$ cat config.mk
export PLATFORM = sky130hd
export DESIGN_NAME = byte_reg_bank
export DESIGN_NICKNAME = d
export VERILOG_FILES = /design/src/rtl/byte_reg_pkg.sv /design/src/rtl/byte_reg_bank_cell.sv /design/src/rtl/byte_reg_bank.sv
export SDC_FILE = /design/constraint.sdc
export NUM_CORES = 1
export LEC_CHECK = 0
export BUFFER_PORTS_ARGS = -buffer_cell sky130_fd_sc_hd__buf_2
export CAP_MARGIN = 20
export CELL_PAD_IN_SITES_DETAIL_PLACEMENT = 0
export CELL_PAD_IN_SITES_GLOBAL_PLACEMENT = 1
export CORE_MARGIN = 5
export CORE_UTILIZATION = 28
export CTS_BUF_LIST = sky130_fd_sc_hd__clkbuf_2
export CTS_CLUSTER_DIAMETER = 80
export DETAILED_ROUTE_END_ITERATION = 8
export PLACE_DENSITY_LB_ADDON = 0.1
export SYNTH_ARGS = -nofsm -noshare
export SYNTH_HDL_FRONTEND = slang
export SYNTH_SLANG_ARGS = --single-unit
$ cat constraint.sdc
create_clock -name clk -period 1.5 [get_ports clk]
set_input_delay 0.15 -clock clk [delete_from_list [all_inputs] [get_ports clk]]
set_output_delay 0.15 -clock clk [all_outputs]
set_load 0.02 [all_outputs]
$ cat src/rtl/byte_reg_pkg.sv
// Shared types and helpers for the byte-addressed register bank.
package byte_reg_pkg;

    typedef enum logic [1:0] {
        REG_RW  = 2'd0,
        REG_W1C = 2'd1,
        REG_RO  = 2'd2
    } reg_mode_t;

    localparam int BYTE_W = 8;

    // Number of register bits that live in a given byte lane (0 past the top).
    function automatic int lane_width(input int data_width, input int lane);
        int rem;
        rem = data_width - lane * BYTE_W;
        if (rem >= BYTE_W) begin
            return BYTE_W;
        end else if (rem > 0) begin
            return rem;
        end else begin
            return 0;
        end
    endfunction

endpackage

$ cat src/rtl/byte_reg_bank_cell.sv
// Single register of the bank: masked write, write-one-to-clear with hardware set,
// or read-only mirror of a hardware value.
module byte_reg_cell
    import byte_reg_pkg::*;
#(
    parameter int                    DATA_WIDTH = 32,
    parameter logic [DATA_WIDTH-1:0] INIT       = '0,
    parameter logic [1:0]            MODE       = 2'd0
) (
    input  logic                  clk,
    input  logic                  rst_n,
    input  logic                  wr_en,
    input  logic [DATA_WIDTH-1:0] wr_mask,
    input  logic [DATA_WIDTH-1:0] wr_data,
    input  logic [DATA_WIDTH-1:0] hw_set,
    input  logic [DATA_WIDTH-1:0] hw_val,
    output logic [DATA_WIDTH-1:0] q
);

    logic [DATA_WIDTH-1:0] val_q;
    logic [DATA_WIDTH-1:0] val_d;
    logic [DATA_WIDTH-1:0] clr;

    always_comb begin
        clr   = wr_en ? (wr_data & wr_mask) : '0;
        val_d = val_q;
        case (MODE)
            REG_RW:  val_d = wr_en ? ((val_q & ~wr_mask) | (wr_data & wr_mask)) : val_q;
            // A set in the same cycle as a clear leaves the bit set.
            REG_W1C: val_d = (val_q & ~clr) | hw_set;
            default: val_d = hw_val;
        endcase
    end

    always_ff @(posedge clk) begin
        if (!rst_n) begin
            val_q <= INIT;
        end else begin
            val_q <= val_d;
        end
    end

    assign q = val_q;

endmodule

$ cat src/rtl/byte_reg_bank.sv
// Byte-addressed register bank: address decode, optional staging, read-back and error flag.
// Define BYTE_REG_BANK_ATOMIC_EN to stage lower lanes and commit on the top-lane write.
module byte_reg_bank
    import byte_reg_pkg::*;
#(
    parameter int                             DATA_WIDTH = 32,
    parameter int                             NUM_REGS   = 4,
    parameter logic [NUM_REGS*DATA_WIDTH-1:0] INIT       = '0,
    parameter logic [2*NUM_REGS-1:0]          REG_MODE   = '0,
    localparam int BYTES  = (DATA_WIDTH + BYTE_W - 1) / BYTE_W,
    localparam int BSEL_W = (BYTES > 1) ? $clog2(BYTES) : 1,
    localparam int IDX_W  = (NUM_REGS > 1) ? $clog2(NUM_REGS) : 1
) (
    input  logic                           clk,
    input  logic                           rst_n,
    input  logic                           wr_en,
    input  logic                           rd_en,
    input  logic [IDX_W-1:0]               reg_idx,
    input  logic [BSEL_W-1:0]              byte_sel,
    input  logic [BYTE_W-1:0]              wr_data,
    output logic [BYTE_W-1:0]              rd_data,
    output logic                           rd_valid,
    output logic                           wr_err,
    input  logic [NUM_REGS*DATA_WIDTH-1:0] hw_set,
    input  logic [NUM_REGS*DATA_WIDTH-1:0] hw_val,
    output logic [NUM_REGS*DATA_WIDTH-1:0] regs_out
);

    localparam int EXT_W = BYTES * BYTE_W;

    logic              idx_ok;
    logic              lane_ok;
    logic [1:0]        mode_bits;
    logic              wr_ok;
    logic              wr_legal;
    logic [EXT_W-1:0]  lane_bits;
    logic [EXT_W-1:0]  wr_ext;
    logic [BYTE_W-1:0] rd_byte;

    logic                  cmt_en;
    logic [IDX_W-1:0]      cmt_idx;
    logic [DATA_WIDTH-1:0] cmt_mask;
    logic [DATA_WIDTH-1:0] cmt_data;

    logic [BYTE_W-1:0] rd_data_q;
    logic              rd_valid_q;
    logic              wr_err_q;

    always_comb begin
        idx_ok    = 1'b0;
        mode_bits = 2'd0;
        for (int i = 0; i < NUM_REGS; i++) begin
            if (reg_idx == IDX_W'(i)) begin
                idx_ok    = 1'b1;
                mode_bits = REG_MODE[2*i +: 2];
            end
        end
    end

    always_comb begin
        lane_ok   = 1'b0;
        lane_bits = '0;
        for (int l = 0; l < BYTES; l++) begin
            if (byte_sel == BSEL_W'(l)) begin
                lane_ok = 1'b1;
                lane_bits[l*BYTE_W +: BYTE_W] = 8'hFF >> (BYTE_W - lane_width(DATA_WIDTH, l));
            end
        end
    end

    // Encodings 2 and 3 are both read-only.
    assign wr_ok    = idx_ok & lane_ok & ~mode_bits[1];
    assign wr_legal = wr_en & wr_ok;
    assign wr_ext   = {BYTES{wr_data}};

`ifdef BYTE_REG_BANK_ATOMIC_EN
    logic [IDX_W-1:0] stg_idx_q, stg_idx_d;
    logic [EXT_W-1:0] stg_mask_q, stg_mask_d;
    logic [EXT_W-1:0] stg_data_q, stg_data_d;
    logic             top_lane;
    logic             same_reg;
    logic [EXT_W-1:0] merge_mask;
    logic [EXT_W-1:0] merge_data;

    assign top_lane = (byte_sel == BSEL_W'(BYTES - 1));
    assign same_reg = (stg_idx_q == reg_idx);

    always_comb begin
        stg_idx_d  = stg_idx_q;
        stg_mask_d = stg_mask_q;
        stg_data_d = stg_data_q;
        merge_mask = lane_bits;
        merge_data = wr_ext & lane_bits;
        if (same_reg) begin
            merge_mask = stg_mask_q | lane_bits;
            merge_data = (stg_data_q & ~lane_bits) | (wr_ext & lane_bits);
        end
        cmt_en   = 1'b0;
        cmt_idx  = reg_idx;
        cmt_mask = merge_mask[DATA_WIDTH-1:0];
        cmt_data = merge_data[DATA_WIDTH-1:0];
        if (wr_legal) begin
            if (top_lane) begin
                cmt_en     = 1'b1;
                stg_mask_d = '0;
                stg_data_d = '0;
            end else begin
                // Staged bytes of another register are dropped, not merged.
                stg_idx_d  = reg_idx;
                stg_mask_d = merge_mask;
                stg_data_d = merge_data;
            end
        end
    end

    always_ff @(posedge clk) begin
        if (!rst_n) begin
            stg_idx_q  <= '0;
            stg_mask_q <= '0;
            stg_data_q <= '0;
        end else begin
            stg_idx_q  <= stg_idx_d;
            stg_mask_q <= stg_mask_d;
            stg_data_q <= stg_data_d;
        end
    end
`else
    always_comb begin
        cmt_en   = wr_legal;
        cmt_idx  = reg_idx;
        cmt_mask = lane_bits[DATA_WIDTH-1:0];
        cmt_data = wr_ext[DATA_WIDTH-1:0];
    end
`endif

    for (genvar i = 0; i < NUM_REGS; i++) begin : g_reg
        byte_reg_cell #(
            .DATA_WIDTH (DATA_WIDTH),
            .INIT       (INIT[i*DATA_WIDTH +: DATA_WIDTH]),
            .MODE       (REG_MODE[2*i +: 2])
        ) u_cell (
            .clk     (clk),
            .rst_n   (rst_n),
            .wr_en   (cmt_en && (cmt_idx == IDX_W'(i))),
            .wr_mask (cmt_mask),
            .wr_data (cmt_data),
            .hw_set  (hw_set[i*DATA_WIDTH +: DATA_WIDTH]),
            .hw_val  (hw_val[i*DATA_WIDTH +: DATA_WIDTH]),
            .q       (regs_out[i*DATA_WIDTH +: DATA_WIDTH])
        );
    end

    // Reads see committed values only; unmatched addresses return zero.
    always_comb begin
        rd_byte = '0;
        for (int i = 0; i < NUM_REGS; i++) begin
            for (int l = 0; l < BYTES; l++) begin
                if (reg_idx == IDX_W'(i) && byte_sel == BSEL_W'(l)) begin
                    rd_byte = BYTE_W'(regs_out[i*DATA_WIDTH +: DATA_WIDTH] >> (BYTE_W * l));
                end
            end
        end
    end

    always_ff @(posedge clk) begin
        if (!rst_n) begin
            rd_data_q  <= '0;
            rd_valid_q <= 1'b0;
            wr_err_q   <= 1'b0;
        end else begin
            rd_valid_q <= rd_en;
            wr_err_q   <= wr_en & ~wr_ok;
            if (rd_en) begin
                rd_data_q <= rd_byte;
            end
        end
    end

    assign rd_data  = rd_data_q;
    assign rd_valid = rd_valid_q;
    assign wr_err   = wr_err_q;

endmodule

==> flow_metrics.env <==
export IMPL_worstPathRequired_ns=2.14
export IMPL_finalCritPeriodShare_pct=112.0
export IMPL_grt_use_total_pct=23.06
export IMPL_dpl_hpwl_um=22130
export IMPL_max_freq_ghz=0.5954
export IMPL_synth_edf_count=0
export IMPL_rrSetupSlack_ns=-0.18
export IMPL_routabilityCongestion=0.8672
export IMPL_worst_setup_path_end_kind="register"
export IMPL_path_max_fanout=2
export IMPL_fin_crit_ns=1.679
export IMPL_finalHoldViolCount=0
export IMPL_ff_latch_area_um2=3025
export IMPL_wl_per_cell_um=22.56
export IMPL_critPathKind="register to register"
export IMPL_syn2layout_area_growth_pct=60.50
export IMPL_fp_row_count=56
export IMPL_portBuffers=153
export IMPL_grt_max_degree=55
export IMPL_power_leakage_nw=4.649
export IMPL_ys_warn_count=0
export IMPL_grt_pass1_wl_um=45860
export IMPL_finalNetCount=1325
export IMPL_clkTransAtPathRegs_ns=0.25
export IMPL_status="finished, violations left"
export IMPL_grt_overflow_total=0
export IMPL_clock_skew_ns=0.03986
export IMPL_cts_buffers=17
export IMPL_vias_per_cell=5.032
export IMPL_io_pins=410
export IMPL_ys_flop_type="dfxtp_1"
export IMPL_setup_tns_ns=-0.4358
export IMPL_vias=6979
export IMPL_syn_nets=1004
export IMPL_multiInputGateArea_um2=3612
export IMPL_clock_sinks=138
export IMPL_final_antenna_net_count=0
export IMPL_slew_violations=0
export IMPL_cp_arrival_ns=2.32
export IMPL_yosysUniqueCellTypes=52
export IMPL_num_fill_cells=2345
export IMPL_htree_num_levels=4
export IMPL_drt_iter0_drc=416
export IMPL_ir_worst_vdd_uv=416.3
export IMPL_failed_checks="negative setup slack"
export IMPL_layout_setup_ws_ns=-0.1794
export IMPL_start_util_pct=28.37
export IMPL_dieHeight_um=164.2
export IMPL_slew_headroom_pct=61.61
export IMPL_grt_setup_unrepaired="true"
export IMPL_die_x_um=164.2
export IMPL_core_um2=23470
export IMPL_cap_violations=0
export IMPL_clockBufferDepth=2
export IMPL_async_flop_share_pct=0
export IMPL_drtPass1Iterations=5
export IMPL_antenna_found_initial=1
export IMPL_total_power_w=0.007365
export IMPL_ys_ff_latch=138
export IMPL_cts_root_buf="clkbuf_2"
export IMPL_drc=0
export IMPL_tightest_slew_ns=0.5759
export IMPL_tritoncts="built"
export IMPL_drt_total_wl_um=31290
export IMPL_die_area_um2=26970
export IMPL_hold_class="input pin to register"
export IMPL_cp_start_kind="register"
export IMPL_clock_latency_ns=0.74
export IMPL_synthesis_area_um2=6659
export IMPL_drive_gt1_share_pct=51.88
export IMPL_syn_instance_count=732
export IMPL_synth_seq_area_share_pct=41.49
export IMPL_finalSetupViolCount=8
export IMPL_grt_pass1_vias=7025
export IMPL_avgSynthCellArea_um2=9.097
export IMPL_power_density_nw_per_um2=689.1
## through the flow
step	cell area, um^2	utilization (%)	hold slack, ns	worst slack, ns	cells
6_report	10690	45.53	0.08152	-0.1794	1387
3_3_place_gp	8607	36.67	0.4826	-0.4547	1261
2_1_floorplan	6663	-	0.3160	0.003137	732
4_1_cts	10210	43.52	0.008999	-0.1793	1377
5_1_grt	10690	45.52	0.02518	-0.2432	1386
3_5_place_dp	8607	36.67	0.4919	-0.4321	1261
## metal layers
layer  GRT usage (%)  vias to the layer above  share of wire, %
li1                -                     3231                 -
met1           35.00                     3429                49
met2           33.07                      287                42
met3           5.069                       32               8.0
met4           5.299                        0               1.2
met5               0                        -                 0
## worst paths after layout
kind / from / to / depth (start not counted)
setup / recovery: register / rd_data[0] / 4
hold / removal: reg_idx[1] / rd_data[5] / 5
setup reg to reg: register / rd_data[0] / 4
hold reg to reg: register / register / 2
## what timing repair did
action | in CTS | in global routing
hold buffers | 16 | 0
endpoints found under the setup margin | 138 | 138
pin swaps | 4 | 5
gates resized for setup | 301 | 135
hold endpoints to repair | 137 | 0
setup buffers | 79 | 9
## synth_stat cells, drive strengths merged, types with 2 or more instances
| library cell | count | area share [%] |
|---|---|---|
| a211oi | 7 | 0.79 |
| nand3 | 16 | 1.6 |
| clkbuf | 37 | 2.1 |
| a2bb2oi | 3 | 0.39 |
| o22ai | 11 | 1.0 |
| a221o | 2 | 0.30 |
| mux2 | 11 | 1.9 |
| nand4 | 3 | 0.28 |
| a31oi | 4 | 0.38 |
| nand2 | 88 | 5.0 |
| o221ai | 2 | 0.26 |
| a21oi | 13 | 0.98 |
| dfxtp | 138 | 41 |
| nand2b | 7 | 0.66 |
| o21ai | 82 | 6.2 |
| o211ai | 3 | 0.34 |
| o2bb2ai | 2 | 0.26 |
| mux4 | 7 | 2.4 |
| o21a | 3 | 0.34 |
| a21boi | 64 | 7.2 |
| nor2 | 19 | 1.3 |
| nor3 | 3 | 0.23 |
| nor3b | 3 | 0.41 |
| a2111oi | 2 | 0.26 |
| a22o | 2 | 0.26 |
| inv | 8 | 0.45 |
| a211o | 3 | 0.39 |
| buf | 25 | 2.6 |
| nand3b | 2 | 0.23 |
| mux2i | 80 | 12 |
| nor2b | 70 | 6.6 |
## worst max-delay path, stage by stage (launching register included)
cell and delay (ns):
dfxtp_2 0.38, mux4_2 0.51, a221oi_4 0.33, o22ai_2 0.15, a22o_1 0.20
## kinds of logic after synthesis
family / after synthesis / share of synthesized area (%)
and+or+nand+nor: 214 / 16.65
AOI/OAI and AO/OA: 210 / 20.33
DFF: 138 / 41.49
muxes: 98 / 16.25
buffers and inverters: 71 / 5.224
other: 1 / 0.05632
## placed cells by master, fill, tap and decap left out, types with 13 or more instances in the layout
master           n
buf_6          121
buf_12          16
nor2b_1         69
dfxtp_2         99
dlygate4sd3_1   16
o21ai_0         82
a21oi_1         13
buf_4          187
mux2i_1         79
buf_2           24
nand2_1         86
dfxtp_4         37
nor2_1          15
clkbuf_2        18
a21boi_0        59
## layout make-up
cell class,instances,area share [%]
Sequential cell,138,28.31
Tap cell,319,3.734
Antenna cell,2,0.04683
Timing Repair Buffer,364,31.50
Inverter,9,0.3161
Multi-Input combinational cell,523,33.80
Clock inverter,14,1.452
Clock buffer,18,0.8429
## power breakdown
| group | switching, W | internal, W |
|---|---|---|
| sequential | 0.0000608 | 0.00368 |
| clock | 0.00151 | 0.000910 |
| combinational | 0.000672 | 0.000535 |
(Power assumes the default switching activity.)
